### src/rtl/cnn_pool_pkg.sv
// Shared parameters for the 2x2 max-pool stage.
// Defaults match the conv/sigmoid feature-map geometry.
package cnn_pool_pkg;

  localparam int DEF_DW       = 16;
  localparam int DEF_LINE_W   = 26;
  localparam int DEF_ROWS     = 26;
  localparam int DEF_NUM_MAPS = 5;

  localparam int DEF_POOL_W = DEF_LINE_W / 2;
  localparam int DEF_POOL_H = DEF_ROWS / 2;

  // Counter width for a 0..n-1 range, never zero bits wide.
  function automatic int cw(input int n);
    return (n > 1) ? $clog2(n) : 1;
  endfunction

  localparam int DEF_CW = cw(DEF_LINE_W);
  localparam int DEF_RW = cw(DEF_ROWS);
  localparam int DEF_MW = cw(DEF_NUM_MAPS);

endpackage

### src/rtl/pool2x2_if.sv
// Pixel stream in, pooled stream out, with framing.
// master drives pixels; slave is the pooling stage.
interface pool2x2_if
  import cnn_pool_pkg::*;
#(
  parameter int DW = DEF_DW
) ();

  logic [DW-1:0] pix_in;
  logic          in_valid;
  logic          line_start_in;
  logic          frame_start_dim_in;
  logic          frame_end_dim_in;

  logic [DW-1:0] pool_out;
  logic          out_valid;
  logic          line_start_out;
  logic          frame_start_dim_out;
  logic          frame_end_dim_out;
  logic          err_align;

  modport master (
    output pix_in, in_valid, line_start_in,
    output frame_start_dim_in, frame_end_dim_in,
    input  pool_out, out_valid, line_start_out,
    input  frame_start_dim_out, frame_end_dim_out,
    input  err_align
  );

  modport slave (
    input  pix_in, in_valid, line_start_in,
    input  frame_start_dim_in, frame_end_dim_in,
    output pool_out, out_valid, line_start_out,
    output frame_start_dim_out, frame_end_dim_out,
    output err_align
  );

endinterface

### src/rtl/pool2x2_row_buf.sv
// Row buffer of horizontal maxima from the even row.
// One synchronous write port, one combinational read port.
module pool_row_buf
  import cnn_pool_pkg::*;
#(
  parameter int DW    = DEF_DW,
  parameter int DEPTH = DEF_POOL_W,
  parameter int AW    = cw(DEPTH)
) (
  input  logic          clk,
  input  logic          rst_n,
  input  logic          wr_en,
  input  logic [AW-1:0] wr_addr,
  input  logic [DW-1:0] wr_data,
  input  logic [AW-1:0] rd_addr,
  output logic [DW-1:0] rd_data
);

  logic [DW-1:0] mem [DEPTH];

  // Store one horizontal max per pooled column.
  always_ff @(posedge clk or negedge rst_n) begin
    if (!rst_n) begin
      for (int i = 0; i < DEPTH; i++) mem[i] <= '0;
    end else if (wr_en) begin
      mem[wr_addr] <= wr_data;
    end
  end

  assign rd_data = mem[rd_addr];

endmodule

### src/rtl/pool2x2_top.sv
// 2x2 stride-2 max pooling over a raster pixel stream.
// Counters track (col,row,map); outputs are registered.
module pool2x2_top
  import cnn_pool_pkg::*;
#(
  parameter int DW       = DEF_DW,
  parameter int LINE_W   = DEF_LINE_W,
  parameter int ROWS     = DEF_ROWS,
  parameter int NUM_MAPS = DEF_NUM_MAPS
) (
  input  logic     clk,
  input  logic     rst_n,
  pool2x2_if.slave io
);

  localparam int POOL_W = LINE_W / 2;
  localparam int POOL_H = ROWS / 2;
  localparam int CW = cw(LINE_W);
  localparam int RW = cw(ROWS);
  localparam int MW = cw(NUM_MAPS);
  localparam int AW = cw(POOL_W);

  localparam logic [CW-1:0] C_LAST = CW'(LINE_W - 1);
  localparam logic [CW-1:0] C_END  = CW'(2 * POOL_W - 1);
  localparam logic [RW-1:0] R_LAST = RW'(ROWS - 1);
  localparam logic [RW-1:0] R_END  = RW'(2 * POOL_H - 1);
  localparam logic [MW-1:0] M_LAST = MW'(NUM_MAPS - 1);

  logic [CW-1:0] col, e_col, nx_col;
  logic [RW-1:0] row, e_row, nx_row;
  logic [MW-1:0] map, e_map, nx_map;
  logic [DW-1:0] hold, hmax, rd_data, omax;
  logic [AW-1:0] buf_addr;
  logic          mis, in_c, in_r;
  logic          take_h, wr_en, fire, last_q;

  assign mis = io.in_valid && io.line_start_in &&
               !io.frame_start_dim_in && (col != '0);

  // Effective position of this pixel after start/realign.
  always_comb begin
    e_col = col;
    e_row = row;
    e_map = map;
    if (io.frame_start_dim_in) begin
      e_col = '0;
      e_row = '0;
      e_map = '0;
    end else if (mis) begin
      e_col = '0;
      if (row == R_LAST) begin
        e_row = '0;
        e_map = (map == M_LAST) ? '0 : map + 1'b1;
      end else begin
        e_row = row + 1'b1;
      end
    end
  end

  // Raster advance from the effective position.
  always_comb begin
    nx_col = e_col + 1'b1;
    nx_row = e_row;
    nx_map = e_map;
    if (e_col == C_LAST) begin
      nx_col = '0;
      if (e_row == R_LAST) begin
        nx_row = '0;
        nx_map = (e_map == M_LAST) ? '0 : e_map + 1'b1;
      end else begin
        nx_row = e_row + 1'b1;
      end
    end
  end

  assign in_c     = (e_col <= C_END);
  assign in_r     = (e_row <= R_END);
  assign take_h   = io.in_valid && !e_col[0] && in_c;
  assign wr_en    = io.in_valid && e_col[0] && in_c && !e_row[0];
  assign fire     = io.in_valid && e_col[0] && in_c &&
                    e_row[0] && in_r;
  assign buf_addr = AW'(e_col >> 1);
  assign hmax     = (io.pix_in > hold) ? io.pix_in : hold;
  assign omax     = (rd_data > hmax) ? rd_data : hmax;

  pool_row_buf #(
    .DW    (DW),
    .DEPTH (POOL_W),
    .AW    (AW)
  ) u_buf (
    .clk     (clk),
    .rst_n   (rst_n),
    .wr_en   (wr_en),
    .wr_addr (buf_addr),
    .wr_data (hmax),
    .rd_addr (buf_addr),
    .rd_data (rd_data)
  );

  // Position counters; end-of-group clears after use.
  always_ff @(posedge clk or negedge rst_n) begin
    if (!rst_n) begin
      col <= '0;
      row <= '0;
      map <= '0;
    end else if (io.frame_end_dim_in &&
                 !io.frame_start_dim_in) begin
      col <= '0;
      row <= '0;
      map <= '0;
    end else if (io.in_valid) begin
      col <= nx_col;
      row <= nx_row;
      map <= nx_map;
    end else if (io.frame_start_dim_in) begin
      col <= '0;
      row <= '0;
      map <= '0;
    end
  end

  // Left pixel of each horizontal pair.
  always_ff @(posedge clk or negedge rst_n) begin
    if (!rst_n) begin
      hold <= '0;
    end else if (io.frame_end_dim_in &&
                 !io.frame_start_dim_in) begin
      hold <= '0;
    end else if (take_h) begin
      hold <= io.pix_in;
    end else if (io.frame_start_dim_in) begin
      hold <= '0;
    end
  end

  // Sticky misalignment flag, cleared by group start.
  always_ff @(posedge clk or negedge rst_n) begin
    if (!rst_n) begin
      io.err_align <= 1'b0;
    end else if (io.frame_start_dim_in) begin
      io.err_align <= 1'b0;
    end else if (mis) begin
      io.err_align <= 1'b1;
    end
  end

  // Registered pooled output and framing pulses.
  always_ff @(posedge clk or negedge rst_n) begin
    if (!rst_n) begin
      io.pool_out            <= '0;
      io.out_valid           <= 1'b0;
      io.line_start_out      <= 1'b0;
      io.frame_start_dim_out <= 1'b0;
      io.frame_end_dim_out   <= 1'b0;
      last_q                 <= 1'b0;
    end else begin
      if (fire) io.pool_out <= omax;
      io.out_valid           <= fire;
      io.line_start_out      <= fire && (e_col == CW'(1));
      io.frame_start_dim_out <= fire && (e_col == CW'(1)) &&
                                (e_row == RW'(1)) &&
                                (e_map == '0);
      last_q                 <= fire && (e_col == C_END) &&
                                (e_row == R_END) &&
                                (e_map == M_LAST);
      io.frame_end_dim_out   <= last_q;
    end
  end

endmodule

### src/flat_wrapper.sv
// flat-port wrapper written by rule: the top's interface ports become plain ports
module pool2x2_top_flat import cnn_pool_pkg::*;
#(
  parameter int DW       = DEF_DW,
  parameter int LINE_W   = DEF_LINE_W,
  parameter int ROWS     = DEF_ROWS,
  parameter int NUM_MAPS = DEF_NUM_MAPS
)
  (clk, rst_n, io_pix_in, io_in_valid, io_line_start_in, io_frame_start_dim_in, io_frame_end_dim_in, io_pool_out, io_out_valid, io_line_start_out, io_frame_start_dim_out, io_frame_end_dim_out, io_err_align);
  pool2x2_if #(.DW(DW)) io_i ();
  input  logic clk;
  input  logic rst_n;
  input wire logic [$bits(io_i.pix_in)-1:0] io_pix_in;
  input wire logic [$bits(io_i.in_valid)-1:0] io_in_valid;
  input wire logic [$bits(io_i.line_start_in)-1:0] io_line_start_in;
  input wire logic [$bits(io_i.frame_start_dim_in)-1:0] io_frame_start_dim_in;
  input wire logic [$bits(io_i.frame_end_dim_in)-1:0] io_frame_end_dim_in;
  output wire logic [$bits(io_i.pool_out)-1:0] io_pool_out;
  output wire logic [$bits(io_i.out_valid)-1:0] io_out_valid;
  output wire logic [$bits(io_i.line_start_out)-1:0] io_line_start_out;
  output wire logic [$bits(io_i.frame_start_dim_out)-1:0] io_frame_start_dim_out;
  output wire logic [$bits(io_i.frame_end_dim_out)-1:0] io_frame_end_dim_out;
  output wire logic [$bits(io_i.err_align)-1:0] io_err_align;
  assign io_i.pix_in = io_pix_in;
  assign io_i.in_valid = io_in_valid;
  assign io_i.line_start_in = io_line_start_in;
  assign io_i.frame_start_dim_in = io_frame_start_dim_in;
  assign io_i.frame_end_dim_in = io_frame_end_dim_in;
  assign io_pool_out = io_i.pool_out;
  assign io_out_valid = io_i.out_valid;
  assign io_line_start_out = io_i.line_start_out;
  assign io_frame_start_dim_out = io_i.frame_start_dim_out;
  assign io_frame_end_dim_out = io_i.frame_end_dim_out;
  assign io_err_align = io_i.err_align;
  pool2x2_top #(.DW(DW), .LINE_W(LINE_W), .ROWS(ROWS), .NUM_MAPS(NUM_MAPS)) u_core (.clk(clk), .rst_n(rst_n), .io(io_i));
endmodule
### config.mk
export PLATFORM = sky130hd
export DESIGN_NAME = pool2x2_top_flat
export DESIGN_NICKNAME = d
export VERILOG_FILES = /design/src/rtl/cnn_pool_pkg.sv /design/src/rtl/pool2x2_if.sv /design/src/rtl/pool2x2_row_buf.sv /design/src/rtl/pool2x2_top.sv /design/src/flat_wrapper.sv
export SDC_FILE = /design/constraint.sdc
export NUM_CORES = 1
export LEC_CHECK = 0
export BUFFER_PORTS_ARGS = -buffer_cell sky130_fd_sc_hd__buf_4
export CELL_PAD_IN_SITES_DETAIL_PLACEMENT = 1
export CELL_PAD_IN_SITES_GLOBAL_PLACEMENT = 1
export CORE_MARGIN = 3
export CORE_UTILIZATION = 30
export DETAILED_ROUTE_END_ITERATION = 8
export PLACE_DENSITY = 0.55
export SETUP_SLACK_MARGIN = 0.15
export SLEW_MARGIN = 20
export SYNTH_ARGS = -nofsm -noshare
export SYNTH_HDL_FRONTEND = slang
export SYNTH_SLANG_ARGS = --single-unit
### constraint.sdc
create_clock -name clk -period 5.5 [get_ports clk]
set_input_delay 0.825 -clock clk [delete_from_list [all_inputs] [get_ports clk]]
set_output_delay 0.825 -clock clk [all_outputs]
set_load 0.05 [all_outputs]
# Word level (Yosys, flattened, before mapping)
# Cells that the tools add are included.
[word_totals]
regBits = 259
in_bits = 22
out_inout_bits = 21
word_cells = 105
[classes]
n_addsub = 5
magnitude_cmp = 6
eq_ne = 7
muxes = 36
bitwise = 1
reduce_logical = 26
[op_table]
columns = ["op", "count"]
rows = [
  ["208-bit bitwise mux", 1],
  ["16-bit 2-to-1 mux", 8],
  ["5-bit 2-to-1 mux", 13],
  ["16-bit binary-select mux with 4-bit select", 1],
  ["16-bit demux with 4-bit select", 1],
  ["16-bit > comparator", 2],
  ["3-bit 2-to-1 mux", 10],
  ["1-bit logical AND", 18],
  ["5-bit by 1-bit adder with 5-bit output (second input constant)", 3],
  ["5-bit == test (second input constant)", 3],
  ["5-bit by 1-bit == test with 1-bit output (second input constant)", 2],
  ["5-bit less-or-equal comparator (second input constant)", 2],
  ["3-bit by 1-bit adder with 3-bit output (second input constant)", 2],
  ["3-bit == test (second input constant)", 2],
  ["3-bit nonzero test", 2],
  ["5-bit >= comparator (second input constant)", 1],
  ["5-bit by 1-bit < comparator with 1-bit output (second input constant)", 1],
  ["4-bit inverter with 5-bit output", 1],
  ["5-bit nonzero test", 1],
  ["1-bit logical NOT", 3],
  ["3-bit logical NOT", 1],
  ["1-bit 2-to-1 mux", 2],
  ["2-bit nonzero test", 1],
]

# Longest topological paths before layout
# Gate-level depths: netlist of the first run.
[depth]
ltp_word = 12
mapped_depth = 18
mapped_depth_nobuf = 15

# Cells and area by module
# A second synthesis of the first run with hierarchy kept.
[hier_totals]
cells_unflattened = 1117
area_unflattened_um2 = 13882.1
[by_module_without_submodules]
columns = ["mod", "n_inst", "cells_per_inst", "area_per_inst_um2", "seq_area_each_um2"]
rows = [
  ["pool_row_buf", 1, 662, 9629.2, 5205.0],
  ["pool2x2_top", 1, 455, 4252.8, 1276.2],
]

# Least setup slack after synthesis of the first run
# Ideal clock, no wire load.
[synth_path]
path_kind = "input port to flip-flop"
start = "in io_pix_in[1]"
end = "reg u_core.io.pool_out[10]"
setup_ps = 129
arrival_time_ps = 4500
required_ps = 5371
setup_slack_ps = 871
cell_stages = 17
path_buffers = 4
cell_sequence = "ha_1 -> nor2b_1 -> o211ai_1 -> a2111o_1 -> clkbuf_1 -> a31o_2 -> clkbuf_1 -> a22oi_1 -> clkbuf_1 -> ha_1 -> nand3_1 -> nor3_1 -> a221o_1 -> o31a_1 -> clkbuf_1 -> a221oi_1 -> o31ai_1"
[synth_via]
elab_chain_cells = 4
[synth_rtl]
columns = ["element", "line_no", "text"]
rows = [
  ["from (decl)", "flat_wrapper.sv:13", "input wire logic [$bits(io_i.pix_in)-1:0] io_pix_in;"],
  ["16-bit > comparator", "pool2x2_top.sv:83", "assign hmax = (io.pix_in > hold) ? io.pix_in : hold;"],
  ["16-bit 2-to-1 mux (*)", "pool2x2_top.sv:83", ""],
  ["16-bit > comparator", "pool2x2_top.sv:84", "assign omax = (rd_data > hmax) ? rd_data : hmax;"],
  ["16-bit 2-to-1 mux (*)", "pool2x2_top.sv:84", ""],
  ["to (signal assigned)", "pool2x2_top.sv:157", "if (fire) io.pool_out <= omax;"],
  ["to (decl)", "pool2x2_if.sv:33", "output pool_out, out_valid, line_start_out,"],
]
# Every way passes the cells marked *; elsewhere a longest branch is shown, timed or not.
# A chain may end at the register's enable or synchronous reset.

# Worst setup path in the final report of the first run
[layout_path]
start = "reg u_core.hold[1]"
end = "reg u_core.io.pool_out[6]"
[layout_via]
elab_chain_cells = 4
[layout_rtl]
columns = ["element", "line_no", "text"]
rows = [
  ["from (decl)", "pool2x2_top.sv:32", "logic [DW-1:0] hold, hmax, rd_data, omax;"],
  ["from (signal assigned)", "pool2x2_top.sv:130", "hold <= io.pix_in;"],
  ["16-bit > comparator", "pool2x2_top.sv:83", ""],
  ["16-bit 2-to-1 mux (*)", "pool2x2_top.sv:83", ""],
  ["16-bit > comparator", "pool2x2_top.sv:84", ""],
  ["16-bit 2-to-1 mux (*)", "pool2x2_top.sv:84", ""],
]
# Marked as above.

==> flow_metrics.py, run 1 <==
metrics = {
    "critical_path": {
        "worst_ep_arrival_time_ps": 4990,
        "critPathLaunch": "u_core.hold[1]",
        "start_kind": "flip-flop",
        "worstSetupEndpointType": "flip-flop",
        "r2r_start": "u_core.hold[1]",
        "required_ps": 5950,
        "path_class": "reg2reg",
        "cp_max_fo": 32,
    },
    "clock_tree": {
        "clock_path_buffers": 3,
        "clock_latency_ps": 550,
        "cts.htree.levels": 2,
        "ctsRootBufferMaster": "clkbuf_16",
        "cts_setup_buffers": 0,
        "cts_sinks": 259,
        "cts.clk_slew.worst_paths_ps": 60,
        "cts_hold_buf": 0,
        "cts_inserted_buffers": 34,
        "ctsResizeCount": 0,
        "cts_tree": "yes",
    },
    "power": {
        "pwr-share-clk": 0.423,
        "power_frac_seq": 0.400,
        "p_leak_nw": 6.69,
        "ir_worst_vdd_uv": 182,
        "switchingPower_w": 0.00153,
        "intPower_w": 0.00356,
        "power.density_nw_per_um2": 316,
        "swShare": 0.300,
        "power_frac_comb": 0.177,
    },
    "synthesis": {
        "synth_top_area_share": 0.467,
        "syn_nets": 1595,
        "synth.avg_cell_area_um2": 9.07,
        "ys_top_cells_by_area": "dfrtp_1 47%, o21ai_0 8.6%, nand2_1 5.9%",
        "synth.distinct_cells": 74,
        "synth_edf_count": 0,
        "ys_ff_latch": 259,
        "synth_top_cell_by_area": "dfrtp_1",
        "seq_area_frac_synth": 0.467,
        "synth-async-reset-ratio": 1.00,
        "syn_inst": 1531,
        "ys.warnings.count": 0,
        "syn_area_um2": 13900,
        "synth_ff_type": "dfrtp_1",
    },
    "grt": {
        "grt_pass1_wl_um": 76500,
        "grt_max_degree": 150,
        "grt_pass1_vias": 12300,
        "antenna_found_initial": 0,
        "globalRouteOverflowTotal": 0,
        "grt_usage": 0.198,
    },
    "floorplan": {
        "start_util": 0.305,
        "die_area_um2": 48900,
        "row_count": 78,
        "fp.dieH_um": 221,
        "coreArea_um2": 45600,
        "boundaryPins": 43,
        "fp.dieW_um": 221,
    },
    "hold_path": {
        "min_path_type": "in2async",
    },
    "place": {
        "place_hpwl_um": 31700,
        "port_buffers": 42,
        "numPlacedInstances": 2095,
        "gp_congestion": 0.788,
    },
    "routing": {
        "drc": 0,
        "detail-route-antenna-nets": 0,
        "via_per_inst": 5.41,
        "drt-total-wl_um": 48300,
        "via_count": 11700,
        "wl_per_cell_um": 22.4,
        "drtPass1Iterations": 5,
        "drt_iter0_drc": 602,
    },
    "final_layout": {
        "drive_gt1_frac": 0.142,
        "layout_commonest_cell": "dfrtp_1",
        "syn_to_final_growth_pct": 15.9,
        "fill_cells": 5204,
        "multiInputGateArea_um2": 6730,
        "nNetsFinal": 1595,
        "antennaDiodeCount": 0,
        "layout_common_cells": "257 x dfrtp_1, 237 x o21ai_0, 217 x nand2_1",
        "fin_cells": 2154,
        "regArea_um2": 6490,
    },
    "sta": {
        "timing.fmax_mhz": 220,
        "finClkSkew_ps": 35.7,
        "final_hold_viol_count": 0,
        "rsz0062_at_grt": "false",
        "max_slew.worst_pin.slew_ps": 1090,
        "slew_headroom": 0.274,
        "drv_slew": 0,
        "fin_crit_sh": 0.826,
        "fin_tns_setup_ps": 0,
        "setup_violations": 0,
        "period_needed_ps": 4540,
    },
    "flow_run": {
        "max_cap_violations": 0,
    },
    "status": {
        "status": "finished, final reports clean",
    },
}
==> layout make-up <==
class / count / share of cell area
Multi-Input combinational cell: 1076 / 0.418
Clock inverter: 10 / 0.00451
Tap cell: 600 / 0.0466
Clock buffer: 49 / 0.0620
Sequential cell: 259 / 0.403
Inverter: 58 / 0.0135
Timing Repair Buffer: 102 / 0.0522
==> flip-flops by register name, indices dropped and copies added (netlist names) <==
signal / cells
u_core.last_q: 1
u_core.io.frame_end_dim_out: 1
u_core.map: 3
u_core.hold: 16
u_core.row: 5
u_core.io.out_valid: 1
u_core.io.pool_out: 16
u_core.io.err_align: 1
u_core.u_buf.mem: 208
u_core.io.frame_start_dim_out: 1
u_core.io.line_start_out: 1
u_core.col: 5
==> per-layer routing <==
layer  wire length, µm  track usage
met5                 0            0
met4              1450       0.0665
met3              1410       0.0243
met2             23200        0.332
met1             22200        0.266
==> power groups by stage <==
stage	logic, W	clock network (W)	registers, W
floorplan	0.000497	0	0.00211
global placement	0.000896	0	0.00207
detailed placement	0.000909	0	0.00207
CTS	0.000911	0.00222	0.00204
global route	0.00100	0.00230	0.00204
finish	0.000898	0.00215	0.00204
==> kinds of logic after synthesis <==
| group | share of synthesized area |
|---|---|
| AOI/OAI and AO/OA | 0.265 |
| DFF | 0.467 |
| and+or+nand+nor | 0.151 |
| muxes | 0.0205 |
| xor gates and xnor gates | 0.00369 |
| buffers and inverters | 0.0557 |
| adders and majority gates | 0.0378 |
==> critical path, stage by stage (launching register included) <==
cell and delay (ps):
dfrtp_1 430, inv_1 70, ha_1 280, nor2b_1 140, o211ai_1 210, a2111o_1 360, a31o_2 660, a22oi_1 240
ha_1 350, nand3_1 110, nor4_1 530, a21boi_0 320, o31a_1 220, buf_12 200, a221oi_1 70, o31ai_1 270
==> synthesized netlist by cell type (3+ instances only) <==
| library cell | number |
|---|---|
| nor2_1 | 93 |
| nand2b_1 | 4 |
| or4_1 | 3 |
| buf_1 | 3 |
| o2111ai_1 | 11 |
| or3_1 | 28 |
| dfrtp_1 | 259 |
| nor3_1 | 4 |
| o21ai_0 | 238 |
| o221ai_1 | 31 |
| o21a_1 | 31 |
| nand3_1 | 16 |
| and3_1 | 4 |
| a21o_1 | 6 |
| a22o_1 | 17 |
| buf_6 | 3 |
| nor4_1 | 20 |
| a22oi_1 | 9 |
| a211oi_1 | 12 |
| and2_1 | 16 |
| inv_1 | 58 |
| a221oi_1 | 9 |
| o21ai_2 | 21 |
| o31ai_1 | 34 |
| clkbuf_1 | 120 |
| o211ai_1 | 6 |
| a31oi_1 | 38 |
| nor3b_1 | 17 |
| a21oi_1 | 38 |
| nor2b_1 | 9 |
| nand3b_1 | 3 |
| mux2i_1 | 7 |
| o311a_1 | 14 |
| o41a_1 | 14 |
| mux2_2 | 17 |
| nand2_1 | 217 |
| nand4_1 | 7 |
| buf_2 | 11 |
| ha_1 | 42 |
==> worst paths after layout <==
path / endpoint / depth (start not counted) / slack (ps)
setup reg to reg: u_core.io.pool_out[6] / 15 / 960
setup / recovery: u_core.io.pool_out[6] / 15 / 960
hold reg to reg: u_core.io.frame_end_dim_out / 0 / 370
hold / removal: u_core.u_buf.mem[34] / 1 / 180
min in group clk: u_core.io.frame_end_dim_out / 0 / 370
max in group asynchronous: u_core.u_buf.mem[117] / 2 / 4120
==> per-stage QoR <==
stage / worst slack [ps] / hold WS (ps) / utilization / instance area [µm²] / power [W]
floorplan: 871 / 331 / - / 13900 / 0.00261
global placement: 677 / 343 / 0.329 / 15000 / 0.00297
detailed placement: 517 / 339 / 0.329 / 15000 / 0.00298
CTS: 975 / 172 / 0.353 / 16100 / 0.00517
global route: 465 / 188 / 0.353 / 16100 / 0.00534
finish: 958 / 183 / 0.353 / 16100 / 0.00508
(Power assumes the default switching activity.)
==> run 2, diff against run 1 <==
ABC_AREA = 1   (was not set)
PLACE_DENSITY = 0.59   (was 0.55)
clock period = 3.6 ns   (was 5.5 ns; I/O delays follow)
==> flow_metrics.py, run 2 <==
metrics = {
    "hold_path": {
        "min_path_type": "in2async",
    },
    "critical_path": {
        "start_kind": "flip-flop",
        "worstSetupEndpointType": "flip-flop",
        "path_class": "reg2reg",
        "worst_ep_arrival_time_ps": 3930,
        "required_ps": 4030,
        "cp_max_fo": 6,
    },
    "routing": {
        "via_per_inst": 4.91,
        "drc": 0,
        "wl_per_cell_um": 19.1,
        "drt_iter0_drc": 695,
        "drtPass1Iterations": 5,
        "via_count": 13800,
        "detail-route-antenna-nets": 0,
        "drt-total-wl_um": 53700,
    },
    "synthesis": {
        "synth-async-reset-ratio": 1.00,
        "ys_top_cells_by_area": "dfrtp_1 46%, nand2_1 19%, o21ai_0 8.3%",
        "seq_area_frac_synth": 0.455,
        "syn_inst": 1965,
        "synth_edf_count": 0,
        "syn_area_um2": 14200,
        "synth_ff_type": "dfrtp_1",
        "synth_most_common_cell": "nand2_1",
        "syn_nets": 2029,
        "synth_top_area_share": 0.455,
        "synth.distinct_cells": 35,
        "synth.avg_cell_area_um2": 7.25,
        "synth_commonest_cells": "708 x nand2_1, 280 x inv_1, 259 x dfrtp_1",
        "ys.warnings.count": 0,
        "synth_top_cell_by_area": "dfrtp_1",
        "ys_ff_latch": 259,
    },
    "place": {
        "place_hpwl_um": 36300,
        "gp_congestion": 0.801,
        "placed_area_um2": 16500,
        "port_buffers": 42,
    },
    "clock_tree": {
        "clock_latency_ps": 540,
        "ctsRootBufferMaster": "clkbuf_16",
        "cts_sinks": 259,
        "cts.htree.levels": 2,
        "cts.clk_slew.worst_paths_ps": 60,
        "cts_tree": "yes",
        "cts_inserted_buffers": 34,
        "cts_hold_buf": 0,
        "clock_path_buffers": 3,
    },
    "sta": {
        "fin_tns_setup_ps": 0,
        "timing.fmax_mhz": 286,
        "rsz0062_at_grt": "true",
        "finClkSkew_ps": 15.4,
        "final_hold_viol_count": 0,
        "period_needed_ps": 3500,
        "slew_headroom": 0.455,
        "max_slew.worst_pin.slew_ps": 818,
        "setup_violations": 0,
        "drv_slew": 0,
        "fin_crit_sh": 0.972,
    },
    "final_layout": {
        "drive_gt1_frac": 0.224,
        "antennaDiodeCount": 0,
        "layout_common_cells": "654 x nand2_1, 259 x inv_1, 258 x dfrtp_1",
        "syn_to_final_growth_pct": 34.1,
        "regMostFlops": "u_core.u_buf.mem",
        "reg.largest.list": "u_core.u_buf.mem x208, u_core.hold x16, u_core.io.pool_out x16",
        "final_util": 0.408,
        "largest_reg_flops": 208,
        "layout_commonest_cell": "nand2_1",
        "nNetsFinal": 2246,
        "fin_area_um2": 19100,
    },
    "floorplan": {
        "start_util": 0.305,
        "fp.dieH_um": 224,
        "die_area_um2": 50100,
        "coreArea_um2": 46800,
        "row_count": 79,
        "fp.dieW_um": 224,
        "boundaryPins": 43,
    },
    "grt": {
        "globalRouteOverflowTotal": 0,
        "grt_usage": 0.211,
        "antenna_found_initial": 0,
        "grt_pass1_vias": 14300,
        "grt_max_degree": 96,
        "grt_pass1_wl_um": 82800,
    },
    "power": {
        "power_w": 0.00896,
        "power.density_nw_per_um2": 469,
        "ir_worst_vdd_uv": 275,
        "p_leak_nw": 9.79,
    },
    "status": {
        "status": "finished, final reports clean",
    },
    "flow_run": {
        "max_cap_violations": 0,
    },
}
run 2: worst paths after layout:
| check | startpoint | endpoint | slack (ps) | depth (start not counted) |
|---|---|---|---|---|
| hold / removal | rst_n | u_core.u_buf.mem[136] | 40 | 1 |
| setup / recovery | u_core.col[0] | u_core.io.pool_out[1] | 100 | 24 |
| setup reg to reg | u_core.col[0] | u_core.io.pool_out[1] | 100 | 24 |
| min in group clk | io_pix_in[6] | u_core.hold[6] | 270 | 3 |
| max in group asynchronous | rst_n | u_core.u_buf.mem[99] | 2580 | 2 |
| hold reg to reg | u_core.last_q | u_core.io.frame_end_dim_out | 360 | 0 |
run 2: layer usage:
layer  global-route usage  vias to the layer above  share of wire
met1                0.297                     6894           0.47
li1                     -                     6650              -
met3               0.0322                       39          0.042
met4               0.0545                        0          0.015
met2                0.341                      228           0.47
met5                    0                        -              0
run 2: what timing repair did:
item                                    4_1_cts  5_1_grt
endpoints found under the setup margin       46       66
gates resized for setup                      79      124
pin swaps                                    17       49
setup buffers                                16       29
gates cloned                                  6        5
run 2: where the power goes:
part | internal [W] | switching [W]
Sequential | 0.00304 | 0.0000592
Clock | 0.00241 | 0.00139
Combinational | 0.000784 | 0.00127
Total | 0.00624 | 0.00272
run 2: critical path: stages (launching register included):
cell,delay (ps)
dfrtp_1,400
nor2_2,140
nand3_2,100
nand2_4,130
nand3_4,130
buf_4,180
nand2_1,60
nand2_1,70
nand2_2,100
nand2_1,70
a21oi_2,120
buf_4,130
nand2_2,100
ha_4,290
nand2_2,60
nor4_4,270
buf_4,160
nand4_1,200
nand2_4,220
buf_12,150
nand3_2,80
nand2_2,70
inv_2,30
nand2_2,60
nand2_2,50
run 2: layout make-up:
class / instances / area (µm²)
Sequential cell: 259 / 6480
Inverter: 283 / 1080
Clock buffer: 48 / 985
Tap cell: 607 / 759
Clock inverter: 13 / 244
Multi-Input combinational cell: 1323 / 6880
Fill cell: 5694 / 27700
Timing Repair Buffer: 281 / 2670
run 2: per-stage QoR:
stage | hold slack [ps] | setup slack, ps | std cells
finish | 41.2 | 103 | 2814
global route | 103 | -126 | 2814
CTS | 79.4 | 71.1 | 2781
detailed placement | 350 | -429 | 2698
global placement | 333 | -418 | 2698
floorplan | 244 | 166 | 1965
run 2: cells by family (layout without fill, tap and decap cells):
logic type                 Yosys count  after routing  share of synthesized area
AOI/OAI and AO/OA                  309            309                      0.112
xor gates and xnor gates             8              8                    0.00492
adders and majority gates           42             42                     0.0369
buffers and inverters              383            625                      0.103
DFF                                259            259                      0.455
and+or+nand+nor                    964            964                      0.288
==> run 3, diff against run 2 <==
REMOVE_ABC_BUFFERS = 1   (was not set)
SYNTH_HIERARCHICAL = 1   (was not set)
==> flow_metrics.py, run 3 <==
metrics = {
    "final_layout": {
        "nNetsFinal": 2055,
        "layout_common_cells": "603 x nand2_1, 259 x dfrtp_1, 253 x inv_1",
        "reg.largest.list": "u_core/u_buf/mem x208, u_core/hold x16, u_core/io.pool_out x16",
        "drive_gt1_frac": 0.161,
        "syn_to_final_growth_pct": 24.2,
        "layout_commonest_cell": "nand2_1",
        "regMostFlops": "u_core/u_buf/mem",
        "antennaDiodeCount": 0,
        "largest_reg_flops": 208,
        "fin_cells": 2615,
    },
    "sta": {
        "setup_violations": 0,
        "whs_ps": 29.9,
        "fin_crit_sh": 0.948,
        "final_hold_viol_count": 0,
        "drv_slew": 0,
        "period_needed_ps": 3410,
        "max_slew.worst_pin.slew_ps": 992,
        "slew_headroom": 0.339,
        "rsz0062_at_grt": "true",
        "timing.fmax_mhz": 293,
        "finClkSkew_ps": 27.5,
    },
    "synthesis": {
        "syn_area_um2": 14000,
        "ys.warnings.count": 6,
        "synth_ff_type": "dfrtp_1",
        "synth.distinct_cells": 40,
        "synth_edf_count": 0,
        "synth_top_area_share": 0.461,
        "ys_ff_latch": 259,
        "syn_inst": 1858,
        "synth.avg_cell_area_um2": 7.56,
        "synth_top_cell_by_area": "dfrtp_1",
        "seq_area_frac_synth": 0.461,
        "synth_most_common_cell": "nand2_1",
        "synth-async-reset-ratio": 1.00,
        "ys_top_cells_by_area": "dfrtp_1 46%, nand2_1 16%, nand3_1 6.8%",
        "synth_commonest_cells": "609 x nand2_1, 259 x dfrtp_1, 253 x inv_1",
    },
    "critical_path": {
        "cpLargestDelayFamily": "simple AND/OR/NAND/NOR gates",
        "required_ps": 4040,
        "start_kind": "flip-flop",
        "cp_max_fo": 26,
        "critPathLaunch": "u_core/col[0]",
        "r2r_start": "u_core/col[0]",
        "path_buf_inv": 5,
        "r2r_setup_slack_ps": 190,
        "worstSetupEndpointType": "flip-flop",
        "ff2ff_path_depth": 26,
        "crit_path_max_incr_delay_ps": 410,
        "critical_path_depth": 26,
        "path_class": "reg2reg",
        "regToRegEndpoint": "u_core/io.pool_out[8]",
        "worst_ep_arrival_time_ps": 3860,
        "slowest_stage": "dfrtp_1",
        "critPathCapture": "u_core/io.pool_out[8]",
        "cp_common_cell": "nand2_1",
    },
    "floorplan": {
        "coreArea_um2": 45800,
        "die_area_um2": 49500,
        "fp.dieW_um": 222,
        "start_util": 0.307,
        "row_count": 78,
        "fp.dieH_um": 222,
        "boundaryPins": 43,
    },
    "grt": {
        "grt_max_degree": 102,
        "globalRouteOverflowTotal": 0,
        "grt_pass1_vias": 13100,
        "grt_pass1_wl_um": 78100,
        "grt_usage": 0.202,
        "antenna_found_initial": 0,
    },
    "routing": {
        "wl_per_cell_um": 19.8,
        "via_count": 12900,
        "drtPass1Iterations": 4,
        "drt_iter0_drc": 868,
        "drc": 0,
        "detail-route-antenna-nets": 0,
        "via_per_inst": 4.93,
        "drt-total-wl_um": 51800,
    },
    "clock_tree": {
        "cts_sinks": 259,
        "cts.clk_slew.worst_paths_ps": 60,
        "clock_path_buffers": 3,
        "cts_inserted_buffers": 34,
        "ctsRootBufferMaster": "clkbuf_16",
        "cts_tree": "yes",
        "cts.htree.levels": 2,
        "clock_latency_ps": 550,
    },
    "power": {
        "p_leak_nw": 8.62,
        "ir_worst_vdd_uv": 234,
        "power.density_nw_per_um2": 475,
        "power_w": 0.00828,
    },
    "hold_path": {
        "min_path_type": "in2async",
    },
    "flow_run": {
        "max_cap_violations": 0,
    },
    "place": {
        "port_buffers": 42,
        "numPlacedInstances": 2538,
        "gp_congestion": 0.866,
        "place_hpwl_um": 34400,
    },
    "status": {
        "status": "finished, final reports clean",
    },
}
run 3: cell count changes in the layout (fill, tap and decap cells not counted), sizes merged, moves of 3 or more:
cell | before | now
buf | 276 | 184
nand2 | 709 | 617
nand3 | 104 | 195
o21ai | 261 | 201
nand4 | 56 | 12
o211ai | 2 | 33
nand3b | 30 | 1
a21oi | 19 | 45
inv | 282 | 266
nor2 | 54 | 63
clkbuf | 53 | 47
nor3 | 7 | 3
bufinv | 7 | 4
clkinv | 6 | 9
run 3: area by class of cell:
cell class                      instances  area (µm²)
Timing Repair Buffer                  185        1840
Multi-Input combinational cell       1246        6200
Clock buffer                           46         976
Tap cell                              600         751
Clock inverter                         14         193
Sequential cell                       259        6480
Fill cell                            5534       28300
Inverter                              265         997
run 3: kinds of logic (layout without fill, tap and decap cells):
kind of cell / after synthesis / count (layout) / synth area share
simple gates: 890 / 893 / 0.268
xor+xnor: 6 / 6 / 0.00374
flops: 259 / 259 / 0.461
compound gates: 305 / 305 / 0.124
buf+inv: 356 / 510 / 0.105
fa+ha+maj: 42 / 42 / 0.0374
run 3: how the worst min path moves through the flow:
stage / startpoint / endpoint / slack (ps) / cells past startpoint
final: rst_n / u_core/u_buf/mem[35] / 30 / 1
after global routing: rst_n / u_core/u_buf/mem[200] / 160 / 1
after CTS: rst_n / u_core/u_buf/mem[193] / 120 / 1
after detailed placement: u_core/last_q / u_core/io.frame_end_dim_out / 340 / 0
after global placement: u_core/last_q / u_core/io.frame_end_dim_out / 350 / 0
after floorplan: rst_n / u_core/col[0] / 240 / 0
run 3: stage by stage:
stage                      util  setup slack (ps)  area (µm²)  setup TNS [ps]
after global placement    0.348             -23.3       15900           -44.6
after floorplan               -             -5350       13600         -861400
after CTS                 0.374               151       17100               0
after global routing      0.381              -104       17400            -939
after detailed placement  0.348             -28.3       15900           -37.6
final                     0.381               187       17400               0
run 3: power by group:
group | total, W | leakage (nW) | internal (W) | switching [W]
clock network | 0.00356 | 0.581 | 0.00219 | 0.00137
logic | 0.00161 | 4.88 | 0.000580 | 0.00103
registers | 0.00311 | 3.16 | 0.00302 | 0.0000837
total | 0.00828 | 8.62 | 0.00580 | 0.00248
run 3: layer usage:
| metal | GRT usage | routed length, µm | vias up |
|---|---|---|---|
| li1 | - | - | 6194 |
| met1 | 0.288 | 25100 | 6431 |
| met2 | 0.322 | 23400 | 215 |
| met3 | 0.0292 | 2130 | 64 |
| met4 | 0.0519 | 1260 | 0 |
| met5 | 0 | 0 | - |
run 3: what timing repair did:
action,CTS,global route
gates cloned,0,5
setup buffers,0,12
pin swaps,0,7
setup endpoints to repair,15,80
endpoints found under the hold margin,0,0
gates resized for setup,4,20
hold buffers,0,0
